File: src/rtl/bt656_pkg.sv
`default_nettype none
// ============================================================================
//  Module      : bt656_pkg
//  Description : Shared constants for the BT.656 receive path: TRS preamble
//                bytes, XY bit positions, address field widths, default
//                parameter values, TRS detector state encoding and the XY
//                protection-bit check.
//  Revision    : 1.0 - initial release
// ============================================================================
package bt656_pkg;

    // TRS preamble: FF 00 00 followed by the XY byte
    localparam logic [7:0] c_TRS_PRE0 = 8'hFF;
    localparam logic [7:0] c_TRS_PRE1 = 8'h00;
    localparam logic [7:0] c_TRS_PRE2 = 8'h00;

    // XY = {1, F, V, H, P3, P2, P1, P0}
    localparam int c_XY_ONE = 7;
    localparam int c_XY_F   = 6;
    localparam int c_XY_V   = 5;
    localparam int c_XY_H   = 4;
    localparam int c_XY_P3  = 3;
    localparam int c_XY_P2  = 2;
    localparam int c_XY_P1  = 1;
    localparam int c_XY_P0  = 0;

    // video_address = {row, field, col}
    localparam int c_ROW_W  = 9;
    localparam int c_COL_W  = 10;
    localparam int c_ADDR_W = c_ROW_W + 1 + c_COL_W;

    localparam int c_ACTIVE_W_DEF        = 702;
    localparam int c_H_SKIP_DEF          = 9;
    localparam int c_LINES_PER_FIELD_DEF = 288;

    // TRS detector states
    localparam logic [1:0] c_S_DATA = 2'd0;
    localparam logic [1:0] c_S_FF   = 2'd1;
    localparam logic [1:0] c_S_Z1   = 2'd2;
    localparam logic [1:0] c_S_Z2   = 2'd3;

    // True when the XY byte carries a consistent set of protection bits
    function automatic logic xy_ok(input logic [7:0] xy);
        return xy[c_XY_ONE]
            && (xy[c_XY_P3] == (xy[c_XY_V] ^ xy[c_XY_H]))
            && (xy[c_XY_P2] == (xy[c_XY_F] ^ xy[c_XY_H]))
            && (xy[c_XY_P1] == (xy[c_XY_F] ^ xy[c_XY_V]))
            && (xy[c_XY_P0] == (xy[c_XY_F] ^ xy[c_XY_V] ^ xy[c_XY_H]));
    endfunction

endpackage
`default_nettype wire

File: src/rtl/bt656_trs_detect.sv
`default_nettype none
// ============================================================================
//  Module      : bt656_trs_detect
//  Description : Recognises the FF 00 00 XY timing reference sequence in a
//                BT.656 byte stream and checks the XY protection bits.
//  Ports       : clk, rst        - system clock, async active-high reset
//                bt_ce, bt_data  - byte strobe and byte
//                trs_valid       - XY byte with good protection (same clk)
//                trs_err         - one-clk pulse after a bad XY byte
//                F, V, H         - XY flags, meaningful with trs_valid
//                trs_byte        - current byte belongs to a TRS (00s, XY)
//  Revision    : 1.0 - initial release
// ============================================================================
module bt656_trs_detect
    import bt656_pkg::*;
(
    input  logic       clk,
    input  logic       rst,
    input  logic       bt_ce,
    input  logic [7:0] bt_data,
    output logic       trs_valid,
    output logic       trs_err,
    output logic       F,
    output logic       V,
    output logic       H,
    output logic       trs_byte
);

    logic [1:0] r_state;
    logic [1:0] w_state_nxt;
    logic       r_err;
    logic       w_err_nxt;
    logic       w_xy_cycle;
    logic       w_xy_good;

    assign w_xy_cycle = bt_ce && (r_state == c_S_Z2);
    assign w_xy_good  = xy_ok(bt_data);

    always_comb begin
        w_state_nxt = r_state;
        w_err_nxt   = 1'b0;
        if (bt_ce) begin
            case (r_state)
                c_S_DATA: begin
                    if (bt_data == c_TRS_PRE0) w_state_nxt = c_S_FF;
                end
                c_S_FF: begin
                    if (bt_data == c_TRS_PRE1)      w_state_nxt = c_S_Z1;
                    else if (bt_data == c_TRS_PRE0) w_state_nxt = c_S_FF;
                    else                            w_state_nxt = c_S_DATA;
                end
                c_S_Z1: begin
                    if (bt_data == c_TRS_PRE2)      w_state_nxt = c_S_Z2;
                    else if (bt_data == c_TRS_PRE0) w_state_nxt = c_S_FF;
                    else                            w_state_nxt = c_S_DATA;
                end
                c_S_Z2: begin
                    w_err_nxt   = !w_xy_good;
                    w_state_nxt = (bt_data == c_TRS_PRE0) ? c_S_FF : c_S_DATA;
                end
                default: w_state_nxt = c_S_DATA;
            endcase
        end
    end

    always_ff @(posedge clk or posedge rst) begin
        if (rst) begin
            r_state <= c_S_DATA;
            r_err   <= 1'b0;
        end else begin
            r_state <= w_state_nxt;
            r_err   <= w_err_nxt;
        end
    end

    // trs_valid is combinational so the top can react in the clk after XY
    assign trs_valid = w_xy_cycle && w_xy_good;
    assign trs_err   = r_err;
    assign F         = bt_data[c_XY_F];
    assign V         = bt_data[c_XY_V];
    assign H         = bt_data[c_XY_H];

    // The 00 bytes of a preamble land on a luma slot, so they must be masked
    // from the data path; a lone FF inside active video stays data.
    assign trs_byte  = w_xy_cycle
                    || (bt_ce && ((r_state == c_S_FF) || (r_state == c_S_Z1))
                              && (bt_data == c_TRS_PRE1));

endmodule
`default_nettype wire

File: src/rtl/bt656_video_rx.sv
`default_nettype none
// ============================================================================
//  Module      : bt656_video_rx
//  Description : BT.656 (625-line) receiver. Syncs to field boundaries,
//                extracts luma, crops each line to ACTIVE_W samples and
//                produces frame/line framing, a sample strobe and address.
//  Ports       : clk, rst           - 108 MHz clock, async active-high reset
//                bt_ce, bt_data     - 27 MHz byte strobe and byte
//                video_frame_valid  - field active region in progress
//                video_line_valid   - line samples in progress
//                video_data_valid   - one-clk strobe per luma sample
//                video_data_out     - luma sample
//                video_address      - {row, field, col}
//                trs_err            - XY protection failure pulse
//  Revision    : 1.0 - initial release
// ============================================================================
module bt656_video_rx
    import bt656_pkg::*;
#(
    parameter int ACTIVE_W        = c_ACTIVE_W_DEF,
    parameter int H_SKIP          = c_H_SKIP_DEF,
    parameter int LINES_PER_FIELD = c_LINES_PER_FIELD_DEF
) (
    input  logic                clk,
    input  logic                rst,
    input  logic                bt_ce,
    input  logic [7:0]          bt_data,
    output logic                video_frame_valid,
    output logic                video_line_valid,
    output logic                video_data_valid,
    output logic [7:0]          video_data_out,
    output logic [c_ADDR_W-1:0] video_address,
    output logic                trs_err
);

    localparam logic [c_COL_W-1:0] c_LX_LO    = c_COL_W'(H_SKIP);
    localparam logic [c_COL_W-1:0] c_LX_HI    = c_COL_W'(H_SKIP + ACTIVE_W);
    localparam logic [c_COL_W-1:0] c_COL_LAST = c_COL_W'(ACTIVE_W - 1);
    localparam logic [c_ROW_W-1:0] c_ROW_LIM  = c_ROW_W'(LINES_PER_FIELD);

    logic w_trs_valid, w_f, w_v, w_h, w_trs_byte;

    bt656_trs_detect u_trs (
        .clk       (clk),
        .rst       (rst),
        .bt_ce     (bt_ce),
        .bt_data   (bt_data),
        .trs_valid (w_trs_valid),
        .trs_err   (trs_err),
        .F         (w_f),
        .V         (w_v),
        .H         (w_h),
        .trs_byte  (w_trs_byte)
    );

    logic                r_synced, w_synced_nxt;
    logic                r_prev_v, w_prev_v_nxt;
    logic                r_armed,  w_armed_nxt;   // V=1 seen since last field start
    logic                r_field,  w_field_nxt;
    logic [c_ROW_W-1:0]  r_row,    w_row_nxt;
    logic                r_frame,  w_frame_nxt;
    logic                r_active, w_active_nxt;  // SAV accepted for this line
    logic                r_phase,  w_phase_nxt;   // 1: next data byte is Y
    logic [c_COL_W-1:0]  r_lx,     w_lx_nxt;
    logic                r_lv,     w_lv_nxt;
    logic                r_dv,     w_dv_nxt;
    logic [7:0]          r_dout,   w_dout_nxt;
    logic [c_ADDR_W-1:0] r_addr,   w_addr_nxt;

    logic               w_sync_now;
    logic               w_start;
    logic [c_ROW_W-1:0] w_row_base;

    assign w_sync_now = w_trs_valid && !w_v && r_prev_v;
    assign w_start    = w_trs_valid && !w_v && !w_h && r_armed
                     && (r_synced || w_sync_now);
    assign w_row_base = w_start ? '0 : r_row;

    always_comb begin
        w_synced_nxt = r_synced;
        w_prev_v_nxt = r_prev_v;
        w_armed_nxt  = r_armed;
        w_field_nxt  = r_field;
        w_row_nxt    = r_row;
        w_frame_nxt  = r_frame;
        w_active_nxt = r_active;
        w_phase_nxt  = r_phase;
        w_lx_nxt     = r_lx;
        w_lv_nxt     = r_lv;
        w_dv_nxt     = 1'b0;
        w_dout_nxt   = r_dout;
        w_addr_nxt   = r_addr;

        // Line window closes in the clk after the last column's strobe
        if (r_dv && (r_addr[c_COL_W-1:0] == c_COL_LAST)) w_lv_nxt = 1'b0;

        if (w_trs_valid) begin
            w_prev_v_nxt = w_v;
            if (w_sync_now) w_synced_nxt = 1'b1;
            if (w_v) begin
                w_armed_nxt  = 1'b1;
                w_frame_nxt  = 1'b0;
                w_active_nxt = 1'b0;
                w_lv_nxt     = 1'b0;
            end else begin
                if (w_start) begin
                    w_frame_nxt = 1'b1;
                    w_armed_nxt = 1'b0;
                    w_field_nxt = w_f;
                    w_row_nxt   = '0;
                end
                if (w_h) begin
                    // EAV: close the line and move to the next row
                    if (r_frame && (r_row != '1)) w_row_nxt = r_row + 1'b1;
                    w_active_nxt = 1'b0;
                    w_lv_nxt     = 1'b0;
                end else if (r_frame || w_start) begin
                    w_active_nxt = (w_row_base < c_ROW_LIM);
                    w_phase_nxt  = 1'b0;
                    w_lx_nxt     = '0;
                end
            end
        end else if (bt_ce && !w_trs_byte && r_active) begin
            w_phase_nxt = !r_phase;
            if (r_phase) begin
                if ((r_lx >= c_LX_LO) && (r_lx < c_LX_HI)) begin
                    w_dv_nxt   = 1'b1;
                    w_dout_nxt = bt_data;
                    w_addr_nxt = {r_row, r_field, r_lx - c_LX_LO};
                    w_lv_nxt   = 1'b1;
                end
                if (r_lx != '1) w_lx_nxt = r_lx + 1'b1;
            end
        end
    end

    always_ff @(posedge clk or posedge rst) begin
        if (rst) begin
            r_synced <= 1'b0;
            r_prev_v <= 1'b0;
            r_armed  <= 1'b0;
            r_field  <= 1'b0;
            r_row    <= '0;
            r_frame  <= 1'b0;
            r_active <= 1'b0;
            r_phase  <= 1'b0;
            r_lx     <= '0;
            r_lv     <= 1'b0;
            r_dv     <= 1'b0;
            r_dout   <= '0;
            r_addr   <= '0;
        end else begin
            r_synced <= w_synced_nxt;
            r_prev_v <= w_prev_v_nxt;
            r_armed  <= w_armed_nxt;
            r_field  <= w_field_nxt;
            r_row    <= w_row_nxt;
            r_frame  <= w_frame_nxt;
            r_active <= w_active_nxt;
            r_phase  <= w_phase_nxt;
            r_lx     <= w_lx_nxt;
            r_lv     <= w_lv_nxt;
            r_dv     <= w_dv_nxt;
            r_dout   <= w_dout_nxt;
            r_addr   <= w_addr_nxt;
        end
    end

    assign video_frame_valid = r_frame;
    assign video_line_valid  = r_lv;
    assign video_data_valid  = r_dv;
    assign video_data_out    = r_dout;
    assign video_address     = r_addr;

endmodule
`default_nettype wire
File: config.mk
export PLATFORM = sky130hd
export DESIGN_NAME = bt656_video_rx
export DESIGN_NICKNAME = d
export VERILOG_FILES = /design/src/rtl/bt656_pkg.sv /design/src/rtl/bt656_trs_detect.sv /design/src/rtl/bt656_video_rx.sv
export SDC_FILE = /design/constraint.sdc
export NUM_CORES = 1
export LEC_CHECK = 0
export ABC_AREA = 1
export ABC_CLOCK_PERIOD_IN_PS = 4700
export CAP_MARGIN = 5
export CORE_MARGIN = 2
export CORE_UTILIZATION = 55
export DETAILED_ROUTE_END_ITERATION = 10
export PLACE_DENSITY_LB_ADDON = 0.2
export SETUP_SLACK_MARGIN = 0.05
export SLEW_MARGIN = 25
export SYNTH_ARGS = -nofsm -noshare
export SYNTH_HDL_FRONTEND = slang
export SYNTH_HIERARCHICAL = 1
export SYNTH_SLANG_ARGS = --single-unit
File: constraint.sdc
create_clock -name clk -period 4.7 [get_ports clk]
set_clock_uncertainty 0.2 [all_clocks]
set_input_delay 0.47 -clock clk [delete_from_list [all_inputs] [get_ports clk]]
set_output_delay 0.47 -clock clk [all_outputs]
set_load 0.1 [all_outputs]
# Word level (Yosys, flattened, before mapping)
# Cells that the tools add are included.
[totals]
reg_bits = 59
input_bits = 11
out_inout_bits = 32
[op_classes]
addsub = 3
order_cmp = 3
n_eq_ne = 15
muxes = 40
bitwise_logic = 6
n_reduce_logical = 43
[op_table]
columns = ["operator", "n"]
rows = [
  ["$mux W10", 7],
  ["$mux W9", 3],
  ["$mux W1", 26],
  ["$logic_and A1 B1 Y1", 18],
  ["$add A10 B1 Y10 const B", 1],
  ["$eq A10 B10 Y1 const B", 1],
  ["$ge A10 B4 Y1 const B", 1],
  ["$lt A10 B10 Y1 const B", 1],
  ["$ne A10 B10 Y1 const B", 1],
  ["$reduce_and A2 Y1", 5],
  ["$sub A10 B4 Y10 const B", 1],
  ["$add A9 B1 Y9 const B", 1],
  ["$lt A9 B9 Y1 const B", 1],
  ["$ne A9 B9 Y1 const B", 1],
  ["$eq A8 B8 Y1 const B", 1],
  ["$logic_not A8 Y1", 1],
  ["$pmux W2 S4", 1],
  ["$reduce_and A4 Y1", 2],
  ["$reduce_bool A2 Y1", 4],
  ["$mux W2", 3],
  ["$reduce_and A6 Y1", 1],
  ["$logic_not A1 Y1", 5],
  ["$eq A1 B1 Y1", 4],
  ["$eq A2 B2 Y1 const B", 2],
  ["other kinds (9)", 18],
]

# Depth between registers and ports, before layout
# Gate-level depths: netlist of the first run.
[logic_depth]
word_depth = 16
ltp_mapped = 18
mapped_depth_nobuf = 17

# Hierarchy
# The synthesis of the first run kept the hierarchy.
[by_module_without_submodules]
columns = ["mod", "n_inst", "cells_each", "area_per_inst_um2"]
rows = [
  ["bt656_video_rx", 1, 367, 2930.3],
  ["bt656_trs_detect", 1, 76, 481.7],
]

# Least setup slack after synthesis of the first run
# No wires, ideal clock.
[synth_path]
path_kind = "input to register"
start = "in bt_data[4]"
end = "reg r_lx[9]"
setup_ns = 0.065
arrival_ns = 2.160
required_ns = 4.435
path_slack_ns = 2.275
path_stages = 17
path_buffers = 2
path_cell_list = "inv_1 > ha_1 > xnor2_1 > nand3_1 > nor2_2 > nand2_1 > nor2_1 > buf_6 > nand2_1 > nor2_2 > nand2_2 > nand2_1 > nand2_1 > nand2_2 > buf_6 > nand3_1 > nand2_1"
[synth_between]
elab_chain_len = 14
word_cells_on_any_way = 33
classes_between = "eq/ne: 6; mux: 1; bitwise: 3; reduce/logical: 23"
[synth_lines]
columns = ["item", "line_no", "text"]
rows = [
  ["from (decl)", "bt656_video_rx.sv:27", "input logic [7:0] bt_data,"],
  ["$xor A1 B1 Y1", "bt656_pkg.sv:45", "&& (xy[c_XY_P3] == (xy[c_XY_V] ^ xy[c_XY_H]))"],
  ["$eq A1 B1 Y1", "bt656_pkg.sv:45", ""],
  ["$logic_and A1 B1 Y1", "bt656_pkg.sv:45", ""],
  ["$logic_and A1 B1 Y1", "bt656_pkg.sv:46", "&& (xy[c_XY_P2] == (xy[c_XY_F] ^ xy[c_XY_H]))"],
  ["$logic_and A1 B1 Y1", "bt656_pkg.sv:47", "&& (xy[c_XY_P1] == (xy[c_XY_F] ^ xy[c_XY_V]))"],
  ["$logic_and A1 B1 Y1 *", "bt656_pkg.sv:48", "&& (xy[c_XY_P0] == (xy[c_XY_F] ^ xy[c_XY_V] ^ xy[c_XY_H]));"],
  ["$logic_and A1 B1 Y1 *", "bt656_trs_detect.sv:77", "assign trs_valid = w_xy_cycle && w_xy_good;"],
  ["net w_trs_valid", "bt656_video_rx.sv:41", "logic w_trs_valid, w_f, w_v, w_h, w_trs_byte;"],
  ["$logic_and A1 B1 Y1", "bt656_video_rx.sv:74, bt656_video_rx.sv:75", ""],
  ["$logic_and A1 B1 Y1, on equally long branches", "bt656_video_rx.sv:75, bt656_video_rx.sv:74", ""],
  ["$logic_and A1 B1 Y1 / $logic_or A1 B1 Y1 (equally long branches)", "bt656_video_rx.sv:75, bt656_video_rx.sv:76", ""],
  ["$logic_and A1 B1 Y1", "bt656_video_rx.sv:76", "&& (r_synced || w_sync_now);"],
  ["$logic_or A1 B1 Y1", "bt656_video_rx.sv:117", "end else if (r_frame || w_start) begin"],
  ["$ne A2 B1 Y1 (no line)", "--", ""],
  ["$reduce_and A6 Y1 (no line)", "--", ""],
  ["to (signal assigned)", "bt656_video_rx.sv:161", "r_lx <= w_lx_nxt;"],
  ["to (decl)", "bt656_video_rx.sv:64", "logic [c_COL_W-1:0] r_lx, w_lx_nxt;"],
]
# The timed path passes the listed nets; every way through them passes the cells marked *.
# A chain may end at the register's enable or synchronous reset.

# Worst setup path after layout of the first run
[layout_path]
start = "in bt_data[5]"
end = "reg r_lx[5]"
# The elaborated chain is that of the path after synthesis.

==> impl_metrics.ini, run 1 <==
[worst_setup_path]
critPathSlowestCell = clkdlybuf4s50_1
cp_max_fo = 11
critPathMaxStageDelay_ns = 0.70
crit_type = in2reg
crit_top_cell = nand2_1
cp.arrival_ns = 3.51
path_delay_family = simple AND/OR/NAND/NOR gates
cp-end-kind = register
required_ns = 4.71
path_buf_inv = 2
crit_chain = clkdlybuf4s50_1, inv_1, ha_1, xnor2_1, nand3_1, nor2_2, nand2_1, nor2_1, nand3_1, nand2_2, nand2_2, nand2_1, nand2_1, nand2_2, nand2_4, nand2_1, nand2_1
startpoint_type = input port

[floorplan]
ioPinCount = 43
num_rows = 28
core-area_um2 = 5960
die_w_um = 82.8
start_util_pct = 57.3
die_y_um = 82.8
die_area_um2 = 6850

[clock_network]
h-tree-depth = 3
cts_resized = 0
cts_made_buffers = 9
cts.reportedPaths.clkPinSlew_ns = 0.07
clock_latency_ns = 0.33
cts_sinks = 59
cts_setup_buffers = 0
cts_root_buf = clkbuf_8
cts_tree = yes
clock_path_buffers = 2
hold_buffers = 0

[yosys]
synth_seq_cells = 59
synth_nets = 466
postSynthAreaPerCell_um2 = 7.70
ys_seq_area_share_pct = 43.3
synth_cell_types = 35
ys_warn_count = 6
syn-instance-count = 443
ys.flop_type = dfrtp_1
synth_edf_count = 0
syn-cell-area_um2 = 3410
async_flop_share_pct = 100

[placement]
io_buffers = 42
place_hpwl_um = 5130
place_congestion = 0.861
dp_slack_ns = 0.867

[status]
outcome = completed

[route]
ant_nets = 0
vias_per_cell = 5.22
initialDrtViolationCount = 203
route.vias.total = 2933
wl_per_cell_um = 12.6
wl_um = 7080
drc = 0
drt_first_pass_iters = 4

[layout]
fin_nets = 506
antenna_cells = 0
area_growth_pct = 16.9
drive_above_1_share_pct = 10.1
final_common_cell = nand2_1
layout_common_cells = 154 x nand2_1, 59 x dfrtp_1, 45 x inv_1, 42 x clkdlybuf4s50_1, 32 x nand3_1

[global_routing]
antenna_found_initial = 0
overflow = 0
grt_pass1_wl_um = 12100
grt_usage_pct = 23.3
grt_pass1_vias = 2743
grt_max_degree = 46

[timing]
fin_crit_sh_pct = 74.4
max_freq_ghz = 0.286
finalSetupTns_ns = 0
maxSlewViolCount = 0
layout_min_cycle_time_ns = 3.50
max_slew.worst_pin.slew_ns = 0.976
setup_viol = 0
setup_ws_ns = 1.20
fin_hold_ws_ns = 0.143
rsz0062_at_grt = false
timing_hold_violations_final = 0
slew_headroom_pct = 34.7

[worst_hold_path]
worstHoldPathType = in2async

[run]
drv_cap = 0

[power_and_ir_drop]
totalPowerFinal_mw = 1.04
vdd_drop_max_mv = 0.174
p_per_area_nw_per_um2 = 260
power_leakage_nw = 2.05
-- power by group --
group	internal (mW)	switching, mW	total [mW]
sequential	0.512	0.00547	0.518
combinational	0.0299	0.0500	0.0799
clock	0.240	0.198	0.438
-- sequential cells by signal (all words and copies together), names as in the netlist, 2 cells and up --
register	cells
video_address	20
r_lx	10
r_row	9
video_data_out	8
u_trs/r_state	2
-- layout make-up --
cell class	instances	area, um2
Tap cell	75	93.8
Multi-Input combinational cell	315	1590
Fill cell	520	1970
Inverter	54	209
Sequential cell	59	1480
Timing Repair Buffer	44	435
Clock inverter	5	55.1
Clock buffer	10	128
-- worst paths after layout --
path                                              start                             to  slack, ns  cells after the start
min                                                 rst   u_trs/r_state[1]$_DFFE_PP0P_       0.14                      2
max in group asynchronous                           rst           r_row[5]$_DFFE_PP0N_       3.25                      3
min in group clk                    r_field$_DFFE_PP0P_  video_address[10]$_DFFE_PP0P_       0.27                      2
min reg2reg                         r_field$_DFFE_PP0P_  video_address[10]$_DFFE_PP0P_       0.27                      2
max                                          bt_data[5]            r_lx[5]$_DFFE_PP0P_       1.20                     17
max reg2reg                u_trs/r_state[0]$_DFFE_PP0P_   video_address[9]$_DFFE_PP0P_       2.09                     11
-- stage by stage --
stage               utilization [%]  instance area (um2)  cells
floorplan                         -                 3410    443
global placement               63.9                 3800    547
detailed placement             63.9                 3800    547
CTS                            67.0                 3990    562
global route                   67.0                 3990    562
finish                         67.0                 3990    562
-- cell families (layout without fill, tap and decap cells) --
group,count (synthesis),in the layout,synth area share (%)
AO/OA/AOI/OAI,39,39,6.31
XOR/XNOR,12,12,3.08
adder cells (fa/ha/maj),12,12,4.40
buffers and inverters,69,113,10.1
flip-flops,59,59,43.3
multiplexers,1,1,0.330
AND/OR/NAND/NOR,251,251,32.5
-- routing by layer --
metal | vias up | wire (um) | share of wire [%] | global-route usage (%)
met5 | - | 0 | 0 | 0
met1 | 1370 | 3410 | 48 | 31.2
met4 | 0 | 76 | 1.1 | 6.89
met3 | 8 | 362 | 5.1 | 5.54
li1 | 1468 | - | - | -
met2 | 87 | 3230 | 46 | 37.5
-- synthesized netlist by cell type (2+ instances only) --
| cell type | count | area (um2) |
|---|---|---|
| inv_4 | 2 | 12.5 |
| nand2_1 | 154 | 578 |
| nand3_1 | 32 | 160 |
| dfrtp_1 | 59 | 1480 |
| buf_6 | 8 | 90.1 |
| nand2_2 | 7 | 43.8 |
| xor2_1 | 7 | 61.3 |
| o21ai_1 | 14 | 70.1 |
| nor3_1 | 7 | 35.0 |
| nor2_4 | 3 | 33.8 |
| nor2_2 | 7 | 43.8 |
| nor2_1 | 27 | 101 |
| ha_1 | 12 | 150 |
| inv_1 | 46 | 173 |
| inv_2 | 4 | 15.0 |
| a21oi_1 | 3 | 15.0 |
| o21ai_0 | 18 | 90.1 |
| nand4_1 | 7 | 43.8 |
| xnor2_1 | 5 | 43.8 |
| nand3_2 | 2 | 20.0 |
| buf_4 | 5 | 37.5 |
Note: power is estimated with default switching activity, not from simulation.
==> run 2, diff against run 1 <==
--- a/config.mk
+++ b/config.mk
@@ -6,7 +6,7 @@
 export NUM_CORES = 1
 export LEC_CHECK = 0
 export ABC_AREA = 1
-export ABC_CLOCK_PERIOD_IN_PS = 4700
+export ABC_CLOCK_PERIOD_IN_PS = 3300
 export CAP_MARGIN = 5
 export CORE_MARGIN = 2
 export CORE_UTILIZATION = 55
==> constraint.sdc (replaced) <==
create_clock -name clk -period 3.3 [get_ports clk]
set_clock_uncertainty 0.2 [all_clocks]
set_input_delay 0.33 -clock clk [delete_from_list [all_inputs] [get_ports clk]]
set_output_delay 0.33 -clock clk [all_outputs]
set_load 0.1 [all_outputs]
==> impl_metrics.ini, run 2 (same netlist as run 1, synthesis figures left out) <==
[route]
ant_nets = 0
wirelength_met1_um = 3410
route.vias.total = 2970
wl_met3_um = 352
drc = 0
drt_first_pass_iters = 5
wl_met2_um = 3410
vias_per_cell = 5.21
initialDrtViolationCount = 168
wl_per_cell_um = 12.8
wl_um = 7270
top_layer_used = met4

[floorplan]
ioPinCount = 43
num_rows = 28
die_w_um = 82.8
core-area_um2 = 5960
die_y_um = 82.8
die_area_um2 = 6850
start_util_pct = 57.3

[worst_setup_path]
cp.arrival_ns = 2.88
r2r_start = r_row[0]$_DFFE_PP0N_
startpoint_type = input port
crit_type = in2reg
crit_start = bt_data[5]
cp_max_fo = 19
required_ns = 3.33
cp-end-kind = register

[global_routing]
grt_pass1_vias = 2762
overflow = 0
grt_pass1_wl_um = 12200
grt_usage_pct = 23.7
grt_max_degree = 30
antenna_found_initial = 0

[status]
outcome = completed

[clock_network]
cts_setup_buffers = 0
cts.reportedPaths.clkPinSlew_ns = 0.07
cts_root_buf = clkbuf_8
h-tree-depth = 3
cts_made_buffers = 9
cts_tree = yes
clock_latency_ns = 0.35
clock_path_buffers = 2
cts_sinks = 59
cts_resized = 0

[timing]
layout_min_cycle_time_ns = 2.86
slew_headroom_pct = 34.4
timing_hold_violations_final = 0
fin_crit_sh_pct = 86.6
rsz0062_at_grt = false
maxSlewViolCount = 0
max_slew.worst_pin.slew_ns = 0.981
finalSetupTns_ns = 0
fin_hold_ws_ns = 0.272
max_freq_ghz = 0.350
setup_viol = 0

[layout]
antenna_cells = 0
area_growth_pct = 19.9
fin_nets = 513
final_common_cell = nand2_1
n_fill_cell = 510
largest_register_ffs = 20
multi_input_area_um2 = 1590
layout_common_cells = 154 x nand2_1, 59 x dfrtp_1, 45 x inv_1, 40 x clkdlybuf4s50_1, 32 x nand3_1
design_area_um2 = 4090
drive_above_1_share_pct = 11.9
ff_latch_area_um2 = 1480

[power_and_ir_drop]
totalPowerFinal_mw = 1.63
power_leakage_nw = 2.11
vdd_drop_max_mv = 0.270
p_per_area_nw_per_um2 = 397

[placement]
io_buffers = 42
place_congestion = 0.897
place_hpwl_um = 5380
dpl_cell_area_um2 = 3840

[worst_hold_path]
worstHoldPathType = reg2reg
min_from = r_synced$_DFFE_PP0P_

[run]
drv_cap = 0
-- run 2: metrics by stage --
step	setup WS (ns)	utilization (%)	cells
6_report	0.443	68.7	570
4_1_cts	0.444	68.7	570
5_1_grt	0.227	68.7	570
2_1_floorplan	1.02	-	443
3_3_place_gp	0.224	64.6	553
3_5_place_dp	0.0984	64.6	553
-- run 2: layer usage --
metal / track usage, % / vias up
met5: 0 / -
met4: 9.18 / 0
met3: 5.65 / 10
met2: 38.1 / 87
met1: 31.0 / 1388
li1: - / 1485
-- run 2: power by group --
part	total (mW)	internal (mW)	switching, mW
Clock	0.772	0.469	0.304
Sequential	0.738	0.730	0.00812
Combinational	0.116	0.0454	0.0704
Total	1.63	1.24	0.382
-- run 2: path summary, 6_finish.rpt --
kind,end,slack [ns],cells after the start
worst min register to register,r_synced$_DFFE_PP0P_,0.27,2
min in group asynchronous,u_trs/trs_err$_DFF_PP0_,0.56,3
worst max register to register,r_row[4]$_DFFE_PP0N_,0.94,13
worst min-delay path,r_synced$_DFFE_PP0P_,0.27,2
max in group asynchronous,video_data_valid$_DFF_PP0_,1.47,4
worst max-delay path,r_lx[9]$_DFFE_PP0P_,0.44,18
-- run 2: repair_timing --
item,CTS,global route
setup endpoints to repair,0,0
endpoints found under the hold margin,3,0
hold buffers,1,0
-- run 2: critical path: stages --
cell             delay, ns
clkdlybuf4s50_1       0.47
inv_1                 0.06
ha_1                  0.29
xnor2_1               0.16
nand3_1               0.10
nor2_2                0.13
nand2_1               0.06
nor2_1                0.08
buf_4                 0.23
nand2_1               0.11
nor2_2                0.10
nand2_2               0.11
nand2_1               0.10
nand2_1               0.08
nand2_2               0.20
nand2_4               0.12
nand2_1               0.08
nand2_1               0.07
-- run 2: final cells by class --
cell class                 instances  share of cell area (%)
clock buffer                      11                    3.70
multi-input combinational        315                    38.9
timing repair buffer              51                    11.9
clock inverter                     5                    2.05
sequential                        59                    36.1
inverter                          54                    5.11
tap                               75                    2.29
